[src/rtl/mac_feeder_if.sv]
// Handshake and operand bus between mac_feeder, its pair source, the mac datapath
// and the psum sink. The slave modport is the feeder's view.
interface mac_feeder_if #(
    parameter int bw      = 4,
    parameter int psum_bw = 16
);
    logic                 in_valid;
    logic                 in_ready;
    logic [bw-1:0]        in_a;
    logic [bw-1:0]        in_b;
    logic [4*bw-1:0]      mac_a;
    logic [4*bw-1:0]      mac_b;
    logic [psum_bw-1:0]   mac_c;
    logic [psum_bw-1:0]   mac_out;
    logic                 out_valid;
    logic                 out_ready;
    logic [psum_bw-1:0]   out_psum;
    logic                 busy;

    modport master (
        output in_valid, in_a, in_b, mac_out, out_ready,
        input  in_ready, mac_a, mac_b, mac_c, out_valid, out_psum, busy
    );

    modport slave (
        input  in_valid, in_a, in_b, mac_out, out_ready,
        output in_ready, mac_a, mac_b, mac_c, out_valid, out_psum, busy
    );
endinterface

[src/rtl/mac_feeder.sv]
// Packs serial (activation, weight) pairs into 4-lane mac operands and accumulates GROUPS
// issues into one psum. Optional early flush port enabled by MAC_FEEDER_FLUSH_EN.
module mac_feeder #(
    parameter int bw      = 4,
    parameter int psum_bw = 16,
    parameter int GROUPS  = 8
) (
    input  logic clk,
    input  logic reset,
`ifdef MAC_FEEDER_FLUSH_EN
    input  logic flush,
`endif
    mac_feeder_if.slave bus
);
    localparam int GW = (GROUPS > 1) ? $clog2(GROUPS) : 1;
    localparam logic [GW-1:0] GRP_LAST = GW'(GROUPS - 1);

    typedef enum logic [1:0] {FILL, ISSUE, OUT} state_t;

    state_t              state_reg, state_next;
    logic [1:0]          lane_cnt_reg, lane_cnt_next;
    logic [GW-1:0]       grp_cnt_reg, grp_cnt_next;
    logic [psum_bw-1:0]  acc_reg, acc_next;
    logic [3:0]          lane_we;
    logic                lane_zero;
    logic                last_issue;
    logic                in_ready;
    logic                out_valid;
    logic [4*bw-1:0]     mac_a;
    logic [4*bw-1:0]     mac_b;
`ifdef MAC_FEEDER_FLUSH_EN
    logic                flush_pend_reg, flush_pend_next;
`endif

    always_comb begin
        state_next    = state_reg;
        lane_cnt_next = lane_cnt_reg;
        grp_cnt_next  = grp_cnt_reg;
        acc_next      = acc_reg;
        lane_we       = '0;
        lane_zero     = 1'b0;
        in_ready      = 1'b0;
        out_valid     = 1'b0;
        last_issue    = (grp_cnt_reg == GRP_LAST);
`ifdef MAC_FEEDER_FLUSH_EN
        flush_pend_next = flush_pend_reg;
        if (flush_pend_reg) last_issue = 1'b1;
`endif
        case (state_reg)
            FILL: begin
                in_ready = 1'b1;
`ifdef MAC_FEEDER_FLUSH_EN
                // Flush wins over a pair offered in the same cycle, so refuse that pair.
                if (flush) begin
                    in_ready      = 1'b0;
                    grp_cnt_next  = '0;
                    lane_cnt_next = 2'd0;
                    if (lane_cnt_reg != 2'd0) begin
                        for (int i = 0; i < 4; i++) begin
                            if (2'(i) >= lane_cnt_reg) lane_we[i] = 1'b1;
                        end
                        lane_zero       = 1'b1;
                        flush_pend_next = 1'b1;
                        state_next      = ISSUE;
                    end else begin
                        state_next = OUT;
                    end
                end else
`endif
                if (bus.in_valid) begin
                    lane_we[lane_cnt_reg] = 1'b1;
                    lane_cnt_next         = lane_cnt_reg + 2'd1;
                    if (lane_cnt_reg == 2'd3) state_next = ISSUE;
                end
            end
            ISSUE: begin
                acc_next = bus.mac_out;
                if (last_issue) begin
                    grp_cnt_next = '0;
                    state_next   = OUT;
`ifdef MAC_FEEDER_FLUSH_EN
                    flush_pend_next = 1'b0;
`endif
                end else begin
                    grp_cnt_next = grp_cnt_reg + GW'(1);
                    state_next   = FILL;
                end
            end
            OUT: begin
                out_valid = 1'b1;
                if (bus.out_ready) begin
                    acc_next   = '0;
                    state_next = FILL;
                end
            end
            default: state_next = FILL;
        endcase
    end

    always_ff @(posedge clk) begin
        if (reset) begin
            state_reg    <= FILL;
            lane_cnt_reg <= 2'd0;
            grp_cnt_reg  <= '0;
            acc_reg      <= '0;
`ifdef MAC_FEEDER_FLUSH_EN
            flush_pend_reg <= 1'b0;
`endif
        end else begin
            state_reg    <= state_next;
            lane_cnt_reg <= lane_cnt_next;
            grp_cnt_reg  <= grp_cnt_next;
            acc_reg      <= acc_next;
`ifdef MAC_FEEDER_FLUSH_EN
            flush_pend_reg <= flush_pend_next;
`endif
        end
    end

    // Lanes keep their contents across issues; the next fill overwrites them.
    for (genvar gi = 0; gi < 4; gi++) begin : g_lane
        logic [bw-1:0] a_reg;
        logic [bw-1:0] b_reg;

        always_ff @(posedge clk) begin
            if (reset) begin
                a_reg <= '0;
                b_reg <= '0;
            end else if (lane_we[gi]) begin
                a_reg <= lane_zero ? '0 : bus.in_a;
                b_reg <= lane_zero ? '0 : bus.in_b;
            end
        end

        assign mac_a[bw*gi +: bw] = a_reg;
        assign mac_b[bw*gi +: bw] = b_reg;
    end

    assign bus.in_ready  = in_ready;
    assign bus.out_valid = out_valid;
    assign bus.mac_a     = mac_a;
    assign bus.mac_b     = mac_b;
    assign bus.mac_c     = acc_reg;
    assign bus.out_psum  = acc_reg;
    assign bus.busy      = (lane_cnt_reg != 2'd0) || (grp_cnt_reg != '0) || (state_reg != FILL);
endmodule

[src/flat_wrapper.sv]
// flat-port wrapper written by rule: the top's interface ports become plain ports
module mac_feeder_flat 
#(
    parameter int bw      = 4,
    parameter int psum_bw = 16,
    parameter int GROUPS  = 8
)
  (clk, reset, bus_in_valid, bus_in_a, bus_in_b, bus_mac_out, bus_out_ready, bus_in_ready, bus_mac_a, bus_mac_b, bus_mac_c, bus_out_valid, bus_out_psum, bus_busy);
  mac_feeder_if #(.bw(bw), .psum_bw(psum_bw)) bus_i ();
  input  logic clk;
  input  logic reset;
  input wire logic [$bits(bus_i.in_valid)-1:0] bus_in_valid;
  input wire logic [$bits(bus_i.in_a)-1:0] bus_in_a;
  input wire logic [$bits(bus_i.in_b)-1:0] bus_in_b;
  input wire logic [$bits(bus_i.mac_out)-1:0] bus_mac_out;
  input wire logic [$bits(bus_i.out_ready)-1:0] bus_out_ready;
  output wire logic [$bits(bus_i.in_ready)-1:0] bus_in_ready;
  output wire logic [$bits(bus_i.mac_a)-1:0] bus_mac_a;
  output wire logic [$bits(bus_i.mac_b)-1:0] bus_mac_b;
  output wire logic [$bits(bus_i.mac_c)-1:0] bus_mac_c;
  output wire logic [$bits(bus_i.out_valid)-1:0] bus_out_valid;
  output wire logic [$bits(bus_i.out_psum)-1:0] bus_out_psum;
  output wire logic [$bits(bus_i.busy)-1:0] bus_busy;
  assign bus_i.in_valid = bus_in_valid;
  assign bus_i.in_a = bus_in_a;
  assign bus_i.in_b = bus_in_b;
  assign bus_i.mac_out = bus_mac_out;
  assign bus_i.out_ready = bus_out_ready;
  assign bus_in_ready = bus_i.in_ready;
  assign bus_mac_a = bus_i.mac_a;
  assign bus_mac_b = bus_i.mac_b;
  assign bus_mac_c = bus_i.mac_c;
  assign bus_out_valid = bus_i.out_valid;
  assign bus_out_psum = bus_i.out_psum;
  assign bus_busy = bus_i.busy;
  mac_feeder #(.bw(bw), .psum_bw(psum_bw), .GROUPS(GROUPS)) u_core (.clk(clk), .reset(reset), .bus(bus_i));
endmodule
[config.mk]
export PLATFORM = sky130hd
export DESIGN_NAME = mac_feeder_flat
export DESIGN_NICKNAME = d
export VERILOG_FILES = /design/src/rtl/mac_feeder_if.sv /design/src/rtl/mac_feeder.sv /design/src/flat_wrapper.sv
export SDC_FILE = /design/constraint.sdc
export NUM_CORES = 1
export LEC_CHECK = 0
export BUFFER_PORTS_ARGS = -buffer_cell sky130_fd_sc_hd__buf_4
export CAP_MARGIN = 5
export CORE_ASPECT_RATIO = 0.5
export CORE_UTILIZATION = 47
export CTS_CLUSTER_DIAMETER = 40
export CTS_CLUSTER_SIZE = 8
export DETAILED_ROUTE_END_ITERATION = 6
export PLACE_DENSITY = 0.9
export SYNTH_ARGS = -nofsm -noshare
export SYNTH_HDL_FRONTEND = slang
export SYNTH_SLANG_ARGS = --single-unit
[constraint.sdc]
create_clock -name clk -period 1.8 [get_ports clk]
set_clock_uncertainty 0.1 [all_clocks]
set_input_delay 0.27 -clock clk [delete_from_list [all_inputs] [get_ports clk]]
set_output_delay 0.27 -clock clk [all_outputs]
set_load 0.02 [all_outputs]
# Yosys cells after proc, flatten, opt, wreduce, memory -nomap -nowiden
# Cells that the tools add are included.
[word_totals]
regBits = 55
inputBits = 28
output_inout_bits = 67
word_cells = 48
[op_classes]
addsub = 2
n_lt_le_gt_ge = 2
n_eq_ne = 7
mux = 14
reduce_logical = 11
[op_table]
columns = ["cell", "n"]
rows = [
  ["$pmux W16 S2", 1],
  ["$mux W16", 1],
  ["$mux W2", 4],
  ["$mux W4", 2],
  ["$pmux W2 S3", 1],
  ["$reduce_bool A2 Y1", 3],
  ["$eq A2 B2 Y1 const B", 2],
  ["$ne A2 B2 Y1 const B", 2],
  ["$reduce_and A2 Y1", 2],
  ["$add A3 B1 Y3 const B", 1],
  ["$eq A3 B3 Y1 const B", 1],
  ["$lt A2 B3 Y1 const B", 1],
  ["$mux W1", 3],
  ["$mux W3", 1],
  ["$reduce_and A3 Y1", 1],
  ["$reduce_bool A3 Y1", 1],
  ["$add A2 B1 Y2 const B", 1],
  ["$demux W1 S2", 1],
  ["$eq A2 B1 Y1 const B", 1],
  ["$ge A2 B1 Y1 const B", 1],
  ["$logic_not A2 Y1", 1],
  ["$logic_or A1 B1 Y1", 2],
  ["$ne A2 B1 Y1 const B", 1],
  ["$logic_and A1 B1 Y1", 1],
]

# Longest topological paths before layout
# Gate-level depths: netlist of the first run.
[logic_depth]
ltp_word = 6
mapped_depth = 6
ltp_nobuf = 5

# Worst setup path after synthesis of the first run
# OpenSTA, ideal clock, no wires.
[synth_timing]
path_kind = "register to register"
start = "reg u_core.state_reg[1]"
end = "reg u_core.acc_reg[0], in the netlist u_core.bus.mac_c[0]"
setup_ns = 0.117
arrival_ns = 1.328
required_time_ns = 1.583
path_slack_ns = 0.255
stages_incl_launch_ff = 5
path_buffers = 1
synth_period_minus_slack_ns = 1.545
cell_sequence = "dfxtp_1 > nor2b_2 > a211oi_4 > buf_6 > a22o_1"
[synth_between]
elab_chain_len = 3
elab_cells_between_ends = 6
classes_between = "eq/ne (3); mux (1); reduce/logical (2)"
[synth_lines]
columns = ["element", "line_no", "text"]
rows = [
  ["from (decl)", "mac_feeder.sv:20", "state_t state_reg, state_next;"],
  ["from (signal assigned)", "mac_feeder.sv:110", "state_reg <= state_next;"],
  ["$eq A2 B2 Y1 or $eq A2 B1 Y1 (tied branches)", "mac_feeder.sv:49", "case (state_reg)"],
  ["$ne A2 B2 Y1 (no line) or $reduce_bool A2 Y1 (tied branches)", "--", ""],
  ["$reduce_and A2 Y1 (no line)", "--", ""],
  ["to (signal assigned)", "mac_feeder.sv:113", "acc_reg <= acc_next;"],
  ["to (decl)", "mac_feeder.sv:23", "logic [psum_bw-1:0] acc_reg, acc_next;"],
]
# Several ways; a longest one is shown, not always the timed one.
# A chain may end at the register's enable or synchronous reset.

# Worst setup path after layout of the first run
[layout_timing]
start = "reg u_core.state_reg[1]"
end = "reg u_core.acc_reg[8], in the netlist u_core.bus.mac_c[8]"
# Same word-level chain as after synthesis.

==> results of run 1 <==
[area by class of cell]
cell class / instances / area, µm²
clock buffers: 6 / 82.6
clock inverters: 2 / 20.0
fillers: 324 / 1530
inverters: 5 / 18.8
multi-input cells: 124 / 886
flip-flops and latches: 55 / 1100
well taps: 57 / 71.3
repair buffers: 95 / 713
[synth_stat cells (4+ instances only)]
cell	instances
dfxtp_1	55
inv_1	5
a22o_1	10
buf_4	16
ha_1	7
clkbuf_1	6
a22o_2	6
mux2i_1	25
nand2_1	21
buf_2	4
a21oi_1	11
nor2_1	29
and4bb_2	4
[layout by cell type, fill, tap and decap left out, drive strengths merged]
cell      n
dfxtp    55
nor2     30
nand2b    1
inv       6
clkinv    1
nand2    21
ha        7
a22oi     1
a22o     16
a211oi    1
nor3b     1
and4bb    4
mux2i    25
nand4bb   1
nor2b     2
xnor2     1
a21oi    11
or3       1
buf      95
nand4b    1
clkbuf    6
[kinds of logic (layout without fill, tap and decap cells)]
kind of cell	Yosys count	in the layout	synth area share
AOI/OAI and AO/OA	29	29	0.106
adders and majority gates	7	7	0.0402
xor gates and xnor gates	1	1	0.00402
buffers and inverters	32	108	0.0884
DFF	55	55	0.505
and+or+nand+nor	62	62	0.142
muxes	25	25	0.115
[layer usage]
| metal | vias to the layer above | GRT usage | wire, µm |
|---|---|---|---|
| li1 | 843 | - | - |
| met1 | 792 | 0.232 | 2120 |
| met2 | 39 | 0.320 | 2180 |
| met3 | 2 | 0.0334 | 153 |
| met4 | 0 | 0.0423 | 14 |
| met5 | - | 0 | 0 |
[final timing paths]
check             cells past startpoint                 startpoint                        end
setup / recovery                      3        u_core.state_reg[1]        u_core.bus.mac_c[8]
hold / removal                        2            bus_mac_out[11]       u_core.bus.mac_c[11]
setup reg to reg                      3        u_core.state_reg[1]        u_core.bus.mac_c[8]
hold reg to reg                       2  u_core.g_lane[3].b_reg[3]  u_core.g_lane[3].b_reg[3]
[power by group through the flow]
stage	Combinational [mW]	Sequential, mW	Clock [mW]
5_1_grt	0.320	1.28	0.805
4_1_cts	0.299	1.28	0.748
3_5_place_dp	0.298	1.30	0
2_1_floorplan	0.129	1.34	0
3_3_place_gp	0.293	1.30	0
6_report	0.296	1.28	0.732
[critical path: stages (launching register included)]
cell and delay [ps]:
dfxtp_1 410, nor2b_2 220, a211oi_4 610, a22o_2 260
==> impl_metrics.ini, run 1 <==
[clocking]
cts-resized-gates = 0
cts_tree = done
htreeDepth = 2
clk_pin_slew_ps = 100
cts_buffer_depth = 2
cts_buffers = 5
clkLatencyLatePin_ps = 300
post_cts_buffers = 0
clock-sinks = 55
cts_root_buf = clkbuf_8
postCtsHoldBufs = 0

[synthesis]
netlist.area_leader.share = 0.505
syn_nets = 246
synth_ff_type = dfxtp_1
ys_seq_area_frac = 0.505
yosysTopAreaCell = dfxtp_1
synth_area_leaders = dfxtp_1, mux2i_1, buf_4
synth-edff-count = 0
synth.avg_cell_area_um2 = 10.3
netlist_area_um2 = 2180
ys_warn_count = 0
ys_seq_elements = 55
netlist_instances = 211
yosysUniqueCellTypes = 25
synthArstFlopShare = 0

[sta]
fmaxAchievable_ghz = 0.605
finalSetupViolations = 0
period_needed_ps = 1650
maxSlewHeadroom = 0.564
worst_pin_slew_ps = 651
min_period_over_period = 0.918
hold_viol_final = 0
setup_ws_ps = 147
drv_slew = 0
holdWs_ps = 77.8
setup_tns_ps = 0
rsz0062_at_grt = false

[global_route]
grt_pass1_wl_mm = 7.02
grtUsageTotal = 0.181
grt_overflow_total = 0
antenna_found_initial = 0
grt_pass1_vias = 1497
grt_max_degree = 37

[route]
vias_per_cell = 4.87
avgRoutedWirePerCell_um = 13.0
routed_wl_mm = 4.47
drt_first_pass_iters = 6
ant_nets = 0
vias = 1676
drc = 0
initialDrtViolationCount = 83

[floorplan]
pin_count = 95
fp.coreArea_um2 = 4420
die-area_um2 = 4930
fp.dieH_um = 50.2
num_rows = 17
initial_core_util = 0.493
chipWidth_um = 98.3

[place]
dpl_cell_area_um2 = 2790
gp_congestion = 0.775
dpl.hpwl_mm = 3.17
dp.cells = 336
port_buffers = 94
post-place-ws_ps = 149

[setup_path]
crit_path_end_kind = register
required_ps = 1950
r2r_setup_slack_ps = 150
cp-start-kind = register
worstPathMaxFanout = 16
cp.arrival_ps = 1800
path_class = reg -> reg

[pwr]
p_seq_frac = 0.554
leakage_nw = 1.30
p_per_area_nw_per_um2 = 797
power_frac_comb = 0.129
switching_share = 0.254
fin_total_pwr_mw = 2.30
intPower_mw = 1.72
ir_worst_vdd_mv = 0.435
pwr-share-clk = 0.318
power.switching_mw = 0.586

[layout]
fin_cells = 344
syn_to_final_growth_pct = 32.7
drive_gt1_frac = 0.411
final_core_util = 0.654
final_cell_area_um2 = 2890
nets = 321
diodes = 0

[run]
maxCapViolCount = 0

[min_path]
hp-class = in -> reg

[run_status]
status = complete, no violations
Note: power is estimated with default switching activity, not from simulation.
==> inputs of run 2 (changes only) <==
RECOVER_POWER = 100   (was not set)
==> impl_metrics.ini, run 2 (synthesis results as in run 1) <==
[run_status]
status = complete, but fails checks
violations = DRC

[route]
vias_per_cell = 4.90
ant_nets = 0
wl_met1_mm = 2.17
wl_met3_um = 163
wl_met2_mm = 2.19
initialDrtViolationCount = 73
drc = 1
highest_layer = met4
drt_first_pass_iters = 7
vias = 1684
routed_wl_mm = 4.54
avgRoutedWirePerCell_um = 13.2

[setup_path]
r2r-start = u_core.lane_cnt_reg[0]
cp-start-kind = register
required_ps = 1900
cp.arrival_ps = 1770
cp.buffers_inverters = 1
crit_slowest_cell = and4bb_1
r2r_end = u_core.g_lane[2].b_reg[2]
crit_family = simple AND/OR/NAND/NOR gates
worstPathMaxFanout = 8
max_stage_delay_ps = 560
path_class = reg -> reg
r2r_setup_slack_ps = 130
crit_chain = inv_1 > ha_1 > and4bb_1 > mux2i_1 > nor2_1
crit_cells = 5
crit_path_end_kind = register
reg2regPathDepth = 5

[global_route]
grt_pass1_vias = 1497
grt_pass1_wl_mm = 7.02
grt_max_degree = 37
grtUsageTotal = 0.181
grt_overflow_total = 0
antenna_found_initial = 0

[min_path]
hold_end = u_core.bus.mac_c[11]
holdPathStages = 2
min-delay-start = bus_mac_out[11]
hp-class = in -> reg

[pwr]
intPower_mw = 1.69
leakage_nw = 1.03
p_per_area_nw_per_um2 = 861
power.switching_mw = 0.588
p_seq_frac = 0.560
pwr-share-clk = 0.322
fin_total_pwr_mw = 2.28
switching_share = 0.258
ir_worst_vdd_mv = 0.423
power_frac_comb = 0.117

[layout]
multi_input_area_um2 = 886
fin_cells = 344
syn_to_final_growth_pct = 21.3
layout_commonest_cell = clkbuf_1
nets = 321
seqCellArea_um2 = 1100
diodes = 0
drive_gt1_frac = 0.178
fillers = 415
final_core_util = 0.598
layout_common_cells = clkbuf_1, dfxtp_1, nor2_1

[clocking]
clkLatencyLatePin_ps = 300
cts_tree = done
post_cts_buffers = 0
cts-resized-gates = 0
htreeDepth = 2
postCtsHoldBufs = 0
clock-sinks = 55
cts_root_buf = clkbuf_8
cts_buffers = 5
cts_buffer_depth = 2
clk_pin_slew_ps = 110

[place]
dpl.hpwl_mm = 3.17
port_buffers = 94
gp_congestion = 0.775
dp.cells = 336

[sta]
hold_viol_final = 0
min_period_over_period = 0.928
maxSlewHeadroom = 0.564
setup_tns_ps = 0
period_needed_ps = 1670
finalSetupViolations = 0
drv_slew = 0
rsz0062_at_grt = false
worst_pin_slew_ps = 651
fmaxAchievable_ghz = 0.598

[floorplan]
pin_count = 95
initial_core_util = 0.493
chipWidth_um = 98.3
fp.coreArea_um2 = 4420
fp.dieH_um = 50.2
num_rows = 17
die-area_um2 = 4930

[run]
maxCapViolCount = 0
run 2: cell types whose count changed in the layout (fill, tap and decap cells not counted), sizes merged:
cell,previous run,this run
buf,95,28
clkbuf,6,73
run 2: stage by stage:
step | hold slack (ps) | area [µm²] | worst slack [ps]
final | 77.1 | 2640 | 129
after global routing | 63.9 | 2640 | 3.77
after CTS | 66.9 | 2890 | 125
after detailed placement | 353 | 2790 | 149
after global placement | 346 | 2790 | 206
after floorplan | 295 | 2180 | 255
run 2: worst max path at each step:
stage,from,to
final,u_core.lane_cnt_reg[0],u_core.g_lane[2].b_reg[2]
after CTS,u_core.state_reg[1],u_core.bus.mac_c[15]
after floorplan,u_core.state_reg[1],u_core.bus.mac_c[0]
after global routing,u_core.lane_cnt_reg[0],u_core.g_lane[2].b_reg[2]
after detailed placement,u_core.state_reg[1],u_core.bus.mac_c[14]
after global placement,u_core.state_reg[1],u_core.bus.mac_c[15]
run 2: power groups by stage:
stage               Sequential, mW  Combinational (mW)  Clock [mW]
global route                  1.28               0.290       0.805
finish                        1.28               0.267       0.734
floorplan                     1.34               0.129           0
global placement              1.30               0.293           0
CTS                           1.28               0.299       0.748
detailed placement            1.30               0.298           0
run 2: layout make-up:
type / instances / share of cell area
repair buffers: 95 / 0.176
inverters: 5 / 0.00710
clock inverters: 2 / 0.00757
flip-flops and latches: 55 / 0.416
multi-input cells: 124 / 0.335
well taps: 57 / 0.0270
clock buffers: 6 / 0.0312
run 2: routing by layer:
metal  up-vias  global-route usage
met5         -                   0
met3         2              0.0334
met2        39               0.320
met1       800               0.232
met4         0              0.0423
li1        843                   -
==> inputs of run 3 (changes only) <==
--- a/config.mk
+++ b/config.mk
@@ -16,2 +16,3 @@
 export RECOVER_POWER = 100
+export SKIP_LAST_GASP = 1
 export SYNTH_ARGS = -nofsm -noshare
--- a/constraint.sdc
+++ b/constraint.sdc
@@ -4,2 +4,2 @@
 set_output_delay 0.27 -clock clk [all_outputs]
-set_load 0.02 [all_outputs]
+set_load 0.01 [all_outputs]
==> impl_metrics.ini, run 3 (synthesis results as in run 1) <==
[sta]
drv_slew = 0
fmaxAchievable_ghz = 0.598
hold_viol_final = 0
period_needed_ps = 1670
finalSetupViolations = 0
worst_pin_slew_ps = 651
maxSlewHeadroom = 0.564
setup_tns_ps = 0
rsz0062_at_grt = false
min_period_over_period = 0.928
setup_ws_ps = 129

[clocking]
postCtsHoldBufs = 0
clkLatencyLatePin_ps = 300
cts-resized-gates = 0
post_cts_buffers = 0
clock-sinks = 55
cts_buffers = 5
cts_tree = done
cts_buffer_depth = 2
clk_pin_slew_ps = 110
htreeDepth = 2
cts_root_buf = clkbuf_8

[floorplan]
fp.dieH_um = 50.2
initial_core_util = 0.493
chipWidth_um = 98.3
pin_count = 95
die-area_um2 = 4930
num_rows = 17
fp.coreArea_um2 = 4420

[route]
drt_first_pass_iters = 7
vias_per_cell = 4.90
drc = 1
routed_wl_mm = 4.54
ant_nets = 0
vias = 1684
avgRoutedWirePerCell_um = 13.2
initialDrtViolationCount = 73

[pwr]
p_per_area_nw_per_um2 = 851
leakage_nw = 1.03
ir_worst_vdd_mv = 0.413

[setup_path]
crit_path_end_kind = register
r2r_end = u_core.g_lane[2].b_reg[2]
r2r-start = u_core.lane_cnt_reg[0]
r2r_setup_slack_ps = 130
worstPathMaxFanout = 8
required_ps = 1900
cp.arrival_ps = 1770
path_class = reg -> reg
reg2regPathDepth = 5
cp-start-kind = register

[min_path]
hp-class = in -> reg
holdPathStages = 2
min-delay-start = bus_mac_out[11]
hold_end = u_core.bus.mac_c[11]

[layout]
layout_common_cells = clkbuf_1, dfxtp_1, nor2_1
nets = 321
drive_gt1_frac = 0.171
layout_commonest_cell = clkbuf_1
final_core_util = 0.597
syn_to_final_growth_pct = 21.2
diodes = 0
fin_cells = 344

[global_route]
grt_pass1_wl_mm = 7.02
grt_max_degree = 37
antenna_found_initial = 0
grt_overflow_total = 0
grtUsageTotal = 0.181
grt_pass1_vias = 1497

[run_status]
violations = DRC
status = complete, but fails checks

[run]
maxCapViolCount = 0

[place]
port_buffers = 94
post-place-ws_ps = 149
gp_congestion = 0.775
dpl.hpwl_mm = 3.17
dp.cells = 336
-- run 3: cell count changes in the layout (fill, tap and decap cells not counted) --
| cell | before | now |
|---|---|---|
| clkbuf_1 | 65 | 67 |
| clkbuf_2 | 2 | 0 |
-- run 3: final cells by class --
type	instances	area, µm²
multi-input combinational	124	886
timing repair buffer	95	462
tap	57	71.3
sequential	55	1100
fill	415	1780
clock buffer	6	82.6
inverter	5	18.8
clock inverter	2	20.0
-- run 3: stage by stage --
stage	instance area, µm²	hold WS, ps	power (mW)
after floorplan	2180	295	1.44
after global placement	2790	346	1.57
after detailed placement	2790	353	1.57
after CTS	2890	66.9	2.29
after global routing	2640	63.9	2.35
final	2640	77.2	2.25
-- run 3: per-layer routing --
layer,track usage,vias up,wire length [µm]
met1,0.232,799,2170
met5,0,-,0
li1,-,844,-
met3,0.0334,2,163
met4,0.0423,0,14
met2,0.320,39,2200
-- run 3: power breakdown --
part | internal, mW | total [mW] | switching, mW
Sequential | 1.25 | 1.28 | 0.0228
Combinational | 0.110 | 0.238 | 0.128
Clock | 0.325 | 0.734 | 0.409
Total | 1.69 | 2.25 | 0.559
-- run 3: how the worst max path moves through the flow --
stage | endpoint | cells past startpoint | slack, ps | from
6_report | u_core.g_lane[2].b_reg[2] | 5 | 130 | u_core.lane_cnt_reg[0]
5_1_grt | u_core.g_lane[2].b_reg[2] | 5 | 4 | u_core.lane_cnt_reg[0]
4_1_cts | u_core.bus.mac_c[15] | 3 | 130 | u_core.state_reg[1]
3_5_place_dp | u_core.bus.mac_c[14] | 3 | 150 | u_core.state_reg[1]
3_3_place_gp | u_core.bus.mac_c[15] | 3 | 210 | u_core.state_reg[1]
2_1_floorplan | u_core.bus.mac_c[0] | 4 | 350 | u_core.state_reg[1]
-- run 3: worst max-delay path: stages (launching register included) --
cell and delay [ps]:
dfxtp_1 360, inv_1 90, ha_1 140, and4bb_1 560, mux2i_1 260, nor2_1 60
